File: config.mk
export PLATFORM = sky130hd
export DESIGN_NAME = ff_bank_arbiter
export DESIGN_NICKNAME = d
export VERILOG_FILES = /design/src/rtl/ff_bank_arbiter.sv
export SDC_FILE = /design/constraint.sdc
export NUM_CORES = 1
export LEC_CHECK = 0
export CAP_MARGIN = 20
export CORE_UTILIZATION = 30
export CTS_BUF_LIST = sky130_fd_sc_hd__clkbuf_16
export DETAILED_ROUTE_END_ITERATION = 8
export SLEW_MARGIN = 5
export SYNTH_ARGS = -nofsm -noshare
export SYNTH_HDL_FRONTEND = slang
export SYNTH_SLANG_ARGS = --single-unit
File: constraint.sdc
create_clock -name clk -period 2.8 [get_ports clk]
set_input_delay 0.56 -clock clk [delete_from_list [all_inputs] [get_ports clk]]
set_output_delay 0.56 -clock clk [all_outputs]
set_load 0.005 [all_outputs]
File: src/rtl/ff_bank_arbiter.sv
// ff_bank_arbiter
// Round-robin arbiter and sequencer that lets N_REQ requesters share one bank
// of DEPTH flip-flop words, each WIDTH bits wide. Each granted access performs
// one operation on one word: READ, D-LOAD, T-TOGGLE or JK-update. Every access
// runs the fixed sequence IDLE -> EXEC -> DONE -> IDLE, and only one access is
// in flight at a time.
//
// Ports
//   clk     rising-edge clock
//   rst_n   asynchronous active-low reset
//   req     per-requester request, held high until its ack
//   op      per-requester op, slice i = op[2i+1:2i] (00 READ, 01 LOAD, 10 TOGGLE, 11 JK)
//   addr    per-requester word address, slice i = addr[i*ADDR_W +: ADDR_W]
//   wdata   per-requester D / T / J operand
//   kdata   per-requester K operand (JK only)
//   ack     one-cycle completion pulse, one-hot or zero
//   err     high together with ack when the completed address was >= DEPTH
//   rdata   pre-operation value of the addressed word, held between accesses
//   busy    high whenever the sequencer is not in IDLE
//   bank_q  all words, word n = bank_q[n*WIDTH +: WIDTH]
module ff_bank_arbiter #(
    parameter int WIDTH = 8,
    parameter int DEPTH = 8,
    parameter int N_REQ = 4,
    localparam int ADDR_W = $clog2(DEPTH)
) (
    input  logic                      clk,
    input  logic                      rst_n,
    input  logic [N_REQ-1:0]          req,
    input  logic [2*N_REQ-1:0]        op,
    input  logic [N_REQ*ADDR_W-1:0]   addr,
    input  logic [N_REQ*WIDTH-1:0]    wdata,
    input  logic [N_REQ*WIDTH-1:0]    kdata,
    output logic [N_REQ-1:0]          ack,
    output logic                      err,
    output logic [WIDTH-1:0]          rdata,
    output logic                      busy,
    output logic [DEPTH*WIDTH-1:0]    bank_q
);

    localparam int PTR_W = $clog2(N_REQ);
    localparam logic [PTR_W:0]  N_REQ_L = (PTR_W + 1)'(N_REQ);
    localparam logic [ADDR_W:0] DEPTH_L = (ADDR_W + 1)'(DEPTH);
    localparam logic [N_REQ-1:0] ONE_HOT0 = N_REQ'(1);

    localparam logic [1:0] OP_READ   = 2'b00;
    localparam logic [1:0] OP_LOAD   = 2'b01;
    localparam logic [1:0] OP_TOGGLE = 2'b10;
    localparam logic [1:0] OP_JK     = 2'b11;

    typedef enum logic [1:0] {
        IDLE = 2'd0,
        EXEC = 2'd1,
        DONE = 2'd2
    } state_t;

    state_t state_reg, state_next;

    logic [PTR_W-1:0]  ptr_reg;
    logic [PTR_W-1:0]  win_reg;
    logic [1:0]        op_reg;
    logic [ADDR_W-1:0] addr_reg;
    logic [WIDTH-1:0]  d_reg;
    logic [WIDTH-1:0]  k_reg;
    logic [N_REQ-1:0]  ack_reg;
    logic              err_reg;
    logic [WIDTH-1:0]  rdata_reg;

    // Per-requester views of the flat input buses.
    logic [1:0]        op_arr    [N_REQ];
    logic [ADDR_W-1:0] addr_arr  [N_REQ];
    logic [WIDTH-1:0]  wdata_arr [N_REQ];
    logic [WIDTH-1:0]  kdata_arr [N_REQ];

    genvar gi;
    generate
        for (gi = 0; gi < N_REQ; gi++) begin : g_req_split
            assign op_arr[gi]    = op[2*gi +: 2];
            assign addr_arr[gi]  = addr[gi*ADDR_W +: ADDR_W];
            assign wdata_arr[gi] = wdata[gi*WIDTH +: WIDTH];
            assign kdata_arr[gi] = kdata[gi*WIDTH +: WIDTH];
        end
    endgenerate

    // ------------------------------------------------------------------
    // Round-robin pick: rotate req so the pointer position lands on bit 0,
    // take the lowest set bit of the rotated vector, then rotate back.
    // ------------------------------------------------------------------
    logic [2*N_REQ-1:0]          req_dbl;
    logic [N_REQ-1:0]            req_rot;
    logic [N_REQ:0]              seen;
    logic [N_REQ:0][PTR_W-1:0]   enc_chain;
    logic [PTR_W:0]              win_sum;
    logic [PTR_W-1:0]            win_comb;

    assign req_dbl = {req, req} >> ptr_reg;
    assign req_rot = req_dbl[N_REQ-1:0];
    assign seen[0] = 1'b0;
    assign enc_chain[0] = '0;

    generate
        for (gi = 0; gi < N_REQ; gi++) begin : g_prio
            logic hit;
            assign hit = req_rot[gi] & ~seen[gi];
            assign seen[gi+1] = seen[gi] | req_rot[gi];
            assign enc_chain[gi+1] = enc_chain[gi] | (hit ? PTR_W'(gi) : '0);
        end
    endgenerate

    // Both operands are below N_REQ, so one conditional subtract is the modulo.
    assign win_sum  = {1'b0, ptr_reg} + {1'b0, enc_chain[N_REQ]};
    assign win_comb = (win_sum >= N_REQ_L) ? PTR_W'(win_sum - N_REQ_L) : win_sum[PTR_W-1:0];

    logic [PTR_W:0]   ptr_inc;
    logic [PTR_W-1:0] ptr_next;

    assign ptr_inc  = {1'b0, win_reg} + (PTR_W + 1)'(1);
    assign ptr_next = (ptr_inc >= N_REQ_L) ? '0 : ptr_inc[PTR_W-1:0];

    // ------------------------------------------------------------------
    // Bank read mux and operation result. The OR-chain read yields zero for
    // an address that matches no word, which covers the out-of-range case.
    // ------------------------------------------------------------------
    logic [DEPTH:0][WIDTH-1:0] rd_chain;
    logic [WIDTH-1:0]          old_q;
    logic [WIDTH-1:0]          new_q;
    logic                      in_range;
    logic                      bank_we;

    assign rd_chain[0] = '0;
    assign old_q       = rd_chain[DEPTH];
    assign in_range    = ({1'b0, addr_reg} < DEPTH_L);
    assign bank_we     = (state_reg == EXEC) && in_range && (op_reg != OP_READ);

    always_comb begin
        new_q = old_q;
        case (op_reg)
            OP_LOAD:   new_q = d_reg;
            OP_TOGGLE: new_q = old_q ^ d_reg;
            OP_JK:     new_q = (d_reg & ~old_q) | (~k_reg & old_q);
            default:   new_q = old_q;
        endcase
    end

    generate
        for (gi = 0; gi < DEPTH; gi++) begin : g_word
            logic [WIDTH-1:0] word_reg;
            logic             sel;

            assign sel = (addr_reg == ADDR_W'(gi));

            always_ff @(posedge clk or negedge rst_n) begin
                if (!rst_n) begin
                    word_reg <= '0;
                end else if (bank_we && sel) begin
                    word_reg <= new_q;
                end
            end

            assign rd_chain[gi+1] = rd_chain[gi] | (sel ? word_reg : '0);
            assign bank_q[gi*WIDTH +: WIDTH] = word_reg;
        end
    endgenerate

    // ------------------------------------------------------------------
    // Sequencer
    // ------------------------------------------------------------------
    always_ff @(posedge clk or negedge rst_n) begin
        if (!rst_n) begin
            state_reg <= IDLE;
        end else begin
            state_reg <= state_next;
        end
    end

    always_comb begin
        state_next = state_reg;
        case (state_reg)
            IDLE:    if (|req) state_next = EXEC;
            EXEC:    state_next = DONE;
            DONE:    state_next = IDLE;
            default: state_next = IDLE;
        endcase
    end

    always_ff @(posedge clk or negedge rst_n) begin
        if (!rst_n) begin
            ptr_reg   <= '0;
            win_reg   <= '0;
            op_reg    <= OP_READ;
            addr_reg  <= '0;
            d_reg     <= '0;
            k_reg     <= '0;
            ack_reg   <= '0;
            err_reg   <= 1'b0;
            rdata_reg <= '0;
        end else begin
            // ack/err are single-cycle pulses that cover only the DONE state.
            ack_reg <= '0;
            err_reg <= 1'b0;
            case (state_reg)
                IDLE: begin
                    if (|req) begin
                        win_reg  <= win_comb;
                        op_reg   <= op_arr[win_comb];
                        addr_reg <= addr_arr[win_comb];
                        d_reg    <= wdata_arr[win_comb];
                        k_reg    <= kdata_arr[win_comb];
                    end
                end
                EXEC: begin
                    rdata_reg <= in_range ? old_q : '0;
                    err_reg   <= ~in_range;
                    ack_reg   <= ONE_HOT0 << win_reg;
                    ptr_reg   <= ptr_next;
                end
                default: ;
            endcase
        end
    end

    assign ack   = ack_reg;
    assign err   = err_reg;
    assign rdata = rdata_reg;
    assign busy  = (state_reg != IDLE);

endmodule

; Yosys cells after proc, flatten, opt, wreduce, memory -nomap -nowiden
; Cells that the tools add are included.
; Widths: inputs -> output; s select.
[totals]
out_inout_bits = 78
register_bits = 103
input_bits = 90
wordCells = 105
[classes]
shift = 2
n_mux = 29
eq_ne = 12
add_sub_neg = 3
n_bitwise = 24
reduce_logical = 15
magnitude_cmp = 3
[ops]
columns = op, n
row1 = $mux 8, 12
row2 = $or 8x8->8, 8
row3 = $bmux 8 s2, 2
row4 = $pmux 8 s3, 1
row5 = $and 8x8->8, 2
row6 = $not 8->8, 2
row7 = $mux 2, 7
row8 = $eq 3x3->1 const B, 4
row9 = $ge 3x3->1 const B, 3
row10 = $logic_and 1x1->1, 9
row11 = $shr 8x2->4, 1
row12 = $xor 8x8->8, 1
row13 = $bmux 3 s2, 1
row14 = $eq 3x2->1 const B, 2
row15 = $mux 3, 2
row16 = $bmux 2 s2, 1
row17 = $eq 2x1->1 const B, 2
row18 = $eq 2x2->1 const B, 2
row19 = $mux 4, 1
row20 = $pmux 2 s2, 1
row21 = $reduce_bool 2->1, 2
row22 = $reduce_or 4->1, 1
row23 = $shl 1x2->4 const A, 1
row24 = $add 2x1->3 const B, 1
row25 = other kinds (14), 19

; Logic depth before layout (Yosys ltp)
[depth]
depth_word = 14
ltp_mapped = 12
ltp_nobuf = 10

; Least setup slack after synthesis
; Ideal clock, no wire load.
[synth_timing]
kind = input to register
startpoint = in req[3]
endpoint = reg d_reg[0]
path_buffers = 3
setup_slack_ns = 0.109
setup_ns = 0.092
required_ns = 2.708
arrival_ns = 2.598
cell_stages = 11
path_cell_list = nor2b_1 > a21oi_1 > nor2_1 > a211oi_1 > a21oi_1 > ha_1 > clkbuf_1 > clkbuf_1 > clkbuf_1 > a221oi_1 > o31ai_2
[synth_via]
elab_chain_cells = 14
word_cells_on_any_way = 24
cone_classes = add/sub: 2 / order compare: 1 / shift: 1 / mux: 7 / bitwise: 11 / reduce/logical: 2
[synth_lines]
columns = item, line_no
row1 = "start, declared", 29  ; input logic [N_REQ-1:0] req,
row2 = $shr 8x2->4 (*), 96  ; assign req_dbl = {req, req} >> ptr_reg;
row3 = $or 1x1->1, 105  ; assign seen[gi+1] = seen[gi] | req_rot[gi];
row4 = $or 1x1->1 or $not 1->1 (tied branches), "105, 104"
row5 = $not 1->1 or $and 1x1->1 (tied branches), 104  ; assign hit = req_rot[gi] & ~seen[gi];
row6 = $and 1x1->1 or $mux 2 (tied branches), "104, 106"
row7 = $mux 2 or $or 1x2->2 (tied branches), 106  ; assign enc_chain[gi+1] = enc_chain[gi] | (hit ? PTR_W'(gi) : '0);
row8 = $or 2x2->2 (*), 106
row9 = $add 2x2->3 (*), 111  ; assign win_sum = {1'b0, ptr_reg} + {1'b0, enc_chain[N_REQ]};
row10 = $ge 3x3->1 or $sub 2x1->2 (tied branches), 112  ; assign win_comb = (win_sum >= N_REQ_L) ? PTR_W'(win_sum - N_REQ_L) : win_sum[PTR_W-1:0];
row11 = $mux 2 (*), 112
row12 = via win_comb[0], 94  ; logic [PTR_W-1:0] win_comb;
row13 = $not 2->3 (implied by the code) (*), 207  ; d_reg <= wdata_arr[win_comb];
row14 = $bmux 8 s2 (*), 207
row15 = $mux 8 (implied by the code) (*) (2 in series), 207
row16 = "end signal, assigned", 207
row17 = "end, declared", 63  ; logic [WIDTH-1:0] d_reg;
; The timed path passes the listed nets; every way through them passes the cells marked *. The select of a mux whose other input is x is not followed.
; A chain may end at the register's enable or synchronous reset.

; Final worst setup path
[layout_timing]
startpoint = in req[0]
endpoint = reg op_reg[0]
[layout_via]
elab_chain_cells = 14
word_cells_on_any_way = 24
cone_classes = add/sub: 2 / order compare: 1 / shift: 1 / mux: 7 / bitwise: 11 / reduce/logical: 2
[layout_lines]
columns = item, line_no
row1 = $shr 8x2->4, 96
row2 = $or 1x1->1, 105
row3 = $or 1x1->1 or $not 1->1 (tied branches), "105, 104"
row4 = $not 1->1 or $and 1x1->1 (tied branches), 104
row5 = $and 1x1->1 or $mux 2 (tied branches), "104, 106"
row6 = $mux 2 or $or 1x2->2 (tied branches), 106
row7 = $or 2x2->2, 106
row8 = $add 2x2->3, 111
row9 = $ge 3x3->1 or $sub 2x1->2 (tied branches), 112
row10 = $mux 2, 112
row11 = $not 2->3 (implied by the code), 205  ; op_reg <= op_arr[win_comb];
row12 = $bmux 2 s2, 205
row13 = $mux 2 (implied by the code) (2 in series), 205
row14 = "end signal, assigned", 205
row15 = "end, declared", 61  ; logic [1:0] op_reg;
; Several ways; a longest one is shown, not always the timed one. The select of a mux whose other input is x is not followed.

==> flow_summary.toml <==
[floorplanning]
die_h_um = 141
die_x_um = 141
coreArea_sq_um = 18800
initial_core_util_pct = 30.7
num_io_pins = 168
die_area_sq_um = 19800
rows = 50

[critical_path]
critPathLaunchType = "input port"
r2r-end = "g_word[0].word_reg[5]$_DFFE_PN0P_"
rr_worst_depth = 6
worstReg2RegStart = "addr_reg[0]$_DFFE_PN0P_"
crit_chain = "clkdlybuf4s50_1 > buf_4 > buf_4 > or2_1 > a221oi_2 > o21ai_1 > buf_12 > a221oi_1 > o31ai_2"
cp_max_fo = 21
timing_worst_setup_path_type = "in -> reg"
endpoint_kind = "flip-flop"
cpMostUsedCell = "buf_4"
arrival_ns = 2.82
slowest_stage = "clkdlybuf4s50_1"
cp_data_required_time_ns = 3.02
cp_slowest_stage_delay_ns = 0.48
ff2ff_setup_slack_ns = 0.31

[power]
ir_drop_v = 0.000727
leakagePower_nw = 3.31
p_per_area_nw_per_um2 = 1190
finalPower_mw = 9.73

[logic_synthesis]
syn_area_sq_um = 5760
async_flop_share_pct = 100
syn_inst = 584
seq_area_frac_synth_pct = 44.7
syn_nets = 679
avgSynthCellArea_sq_um = 9.87
synth_cell_types = 52
yosysWarningCount = 0
synth_edf_count = 0
synthFlopType = "dfrtp_1"
ys_ff_latch = 103

[timing]
period_needed_ns = 2.60
rsz0062_at_grt = "false"
tns_ns = 0
fin_crit_sh_pct = 93.0
finalSetupViolCount = 0
hold_viol = 0
worstMarginPinSlew_ns = 0.739
fin_skew_ns = 0.00853
relSlewSlack_pct = 50.7
fmax_mhz = 384
finalMaxSlewViolations = 0

[job]
maxCapViolCount = 0

[route]
first_pass_iters = 4
antenna_left = 0
drt-initial-drc-count = 256
wl_mm = 17.0
avgViaCountPerCell = 5.08
drcViolationCount = 0
wire_per_inst_um = 17.1
dr_total_vias = 5020

[layout]
n_antenna_cell = 0
largest_register_ffs = 64
fillerInstances = 1789
design_area_sq_um = 8160
area_growth_pct = 41.5
drive_gt1_share_pct = 15.4
layout.nets = 846
fin_util_pct = 43.5

[place]
place.gp.congestion = 0.868
dp_hpwl_mm = 13.5
postPlaceCellArea_sq_um = 7870
portBuffers = 166

[grt]
grt_pass1_vias = 4971
grt_usage_pct = 17.8
grt-ovfl-total = 0
antenna_found_initial = 0
grt_start_max_net_pins = 51
grt_first_pass_wirelength_mm = 27.6

[cts]
ctsLongestPathBuffers = 2
cts_tree = "done"
htreeDepth = 3
clk_latency_ns = 0.34
cts_setup_buffers = 0
clkTransAtPathRegs_ns = 0.07
cts_made_buffers = 9
hold_buffers = 0
cts.sinks = 103
cts_resized = 0
root_buffer = "clkbuf_16"

[hold_path]
hold_path_class = "in -> async"

[run_status]
status = "finished clean"
## routing by layer
metal | share of wire (%) | GRT usage (%) | vias up | routed length (um)
li1 | - | - | 2441 | -
met1 | 47 | 25.3 | 2354 | 8030
met2 | 45 | 27.9 | 210 | 7700
met3 | 6.1 | 2.96 | 15 | 1030
met4 | 1.1 | 5.21 | 0 | 193
met5 | 0 | 0 | - | 0
## metrics by stage
stage / hold slack (ns) / cells / setup WS, ns
floorplan: 0.264 / 584 / 0.109
global placement: 0.471 / 974 / -0.113
detailed placement: 0.478 / 974 / -0.163
CTS: 0.126 / 989 / 0.193
global route: 0.128 / 989 / 0.0476
finish: 0.114 / 989 / 0.196
## area by class of cell
| type | instances | area [sq um] | area share (%) |
|---|---|---|---|
| clock inverter | 6 | 55.1 | 0.675 |
| clock buffer | 9 | 225 | 2.76 |
| multi-input combinational | 428 | 2950 | 36.2 |
| sequential | 103 | 2580 | 31.6 |
| tap | 234 | 293 | 3.59 |
| timing repair buffer | 202 | 2030 | 24.9 |
| inverter | 7 | 26.3 | 0.322 |
## Yosys cell counts, types with 12 or more instances
cell type / number / share of area [%]
a2111oi_2: 20 / 5.2
a21oi_1: 15 / 1.3
a221oi_1: 21 / 3.2
buf_2: 12 / 1.0
clkbuf_1: 25 / 1.6
dfrtp_1: 103 / 45
mux2i_1: 12 / 2.1
nand2_1: 108 / 7.0
nand3b_1: 12 / 1.6
nor2_1: 15 / 0.98
nor2b_1: 47 / 5.1
o21ai_0: 82 / 7.1
o31ai_2: 20 / 4.3
## layout by cell type (no fill, tap or decap), types with 2 or more instances in the layout
cell,netlist,final
buf_4,4,29
nor2_1,15,15
clkbuf_16,0,9
ha_1,5,4
and3_1,2,2
a2111oi_2,20,20
o21ai_0,82,82
nand3_1,5,5
o31ai_1,3,3
o21bai_1,3,3
a21boi_0,2,2
a221oi_1,21,21
a21oi_1,15,15
a221o_1,2,2
nand2_1,108,108
nor3_1,5,4
or3b_2,2,2
mux2i_1,12,12
a221oi_2,2,2
mux2_2,7,7
mux4_2,8,8
or2_1,2,2
inv_1,7,10
buf_12,0,8
dfrtp_1,103,103
nor4_1,2,2
nor2b_1,47,47
o31ai_2,20,20
nand3b_1,12,12
and2_1,4,4
clkdlybuf4s50_1,0,165
and3b_1,2,2
## critical path, delay by kind of cell
| family | cells | cell delay, ns |
|---|---|---|
| buffers and inverters | 4 | 0.97 |
| and+or+nand+nor | 1 | 0.25 |
| AOI/OAI and AO/OA | 4 | 1.04 |
## cells by family (layout without fill, tap and decap cells)
group,after synthesis,in the layout,synth area share [%]
AND/OR/NAND/NOR,211,211,17.9
multiplexers,27,27,6.58
other,1,1,0.0651
buffers and inverters,53,224,4.36
flip-flops,103,103,44.7
adder cells (fa/ha/maj),5,5,1.09
AO/OA/AOI/OAI,184,184,25.3
## how the worst max path moves through the flow
stage               startpoint                    end  slack [ns]  cells after the start
floorplan               req[3]   d_reg[0]$_DFFE_PN0P_        0.11                     11
global placement        req[2]   k_reg[2]$_DFFE_PN0P_       -0.11                     11
detailed placement      req[3]   k_reg[0]$_DFFE_PN0P_       -0.16                     12
CTS                     req[3]   k_reg[0]$_DFFE_PN0P_        0.19                     12
global route            req[0]  op_reg[0]$_DFFE_PN0P_        0.05                      9
finish                  req[0]  op_reg[0]$_DFFE_PN0P_        0.20                      9
## report_power, final
part | leakage [nW] | internal (mW) | switching, mW | total, mW
clock | 0.149 | 0.681 | 0.533 | 1.21
sequential | 1.32 | 2.12 | 0.627 | 2.75
combinational | 1.84 | 2.86 | 2.91 | 5.77
total | 3.31 | 5.67 | 4.07 | 9.73
No activity file was read; power rests on OpenSTA's default activity.
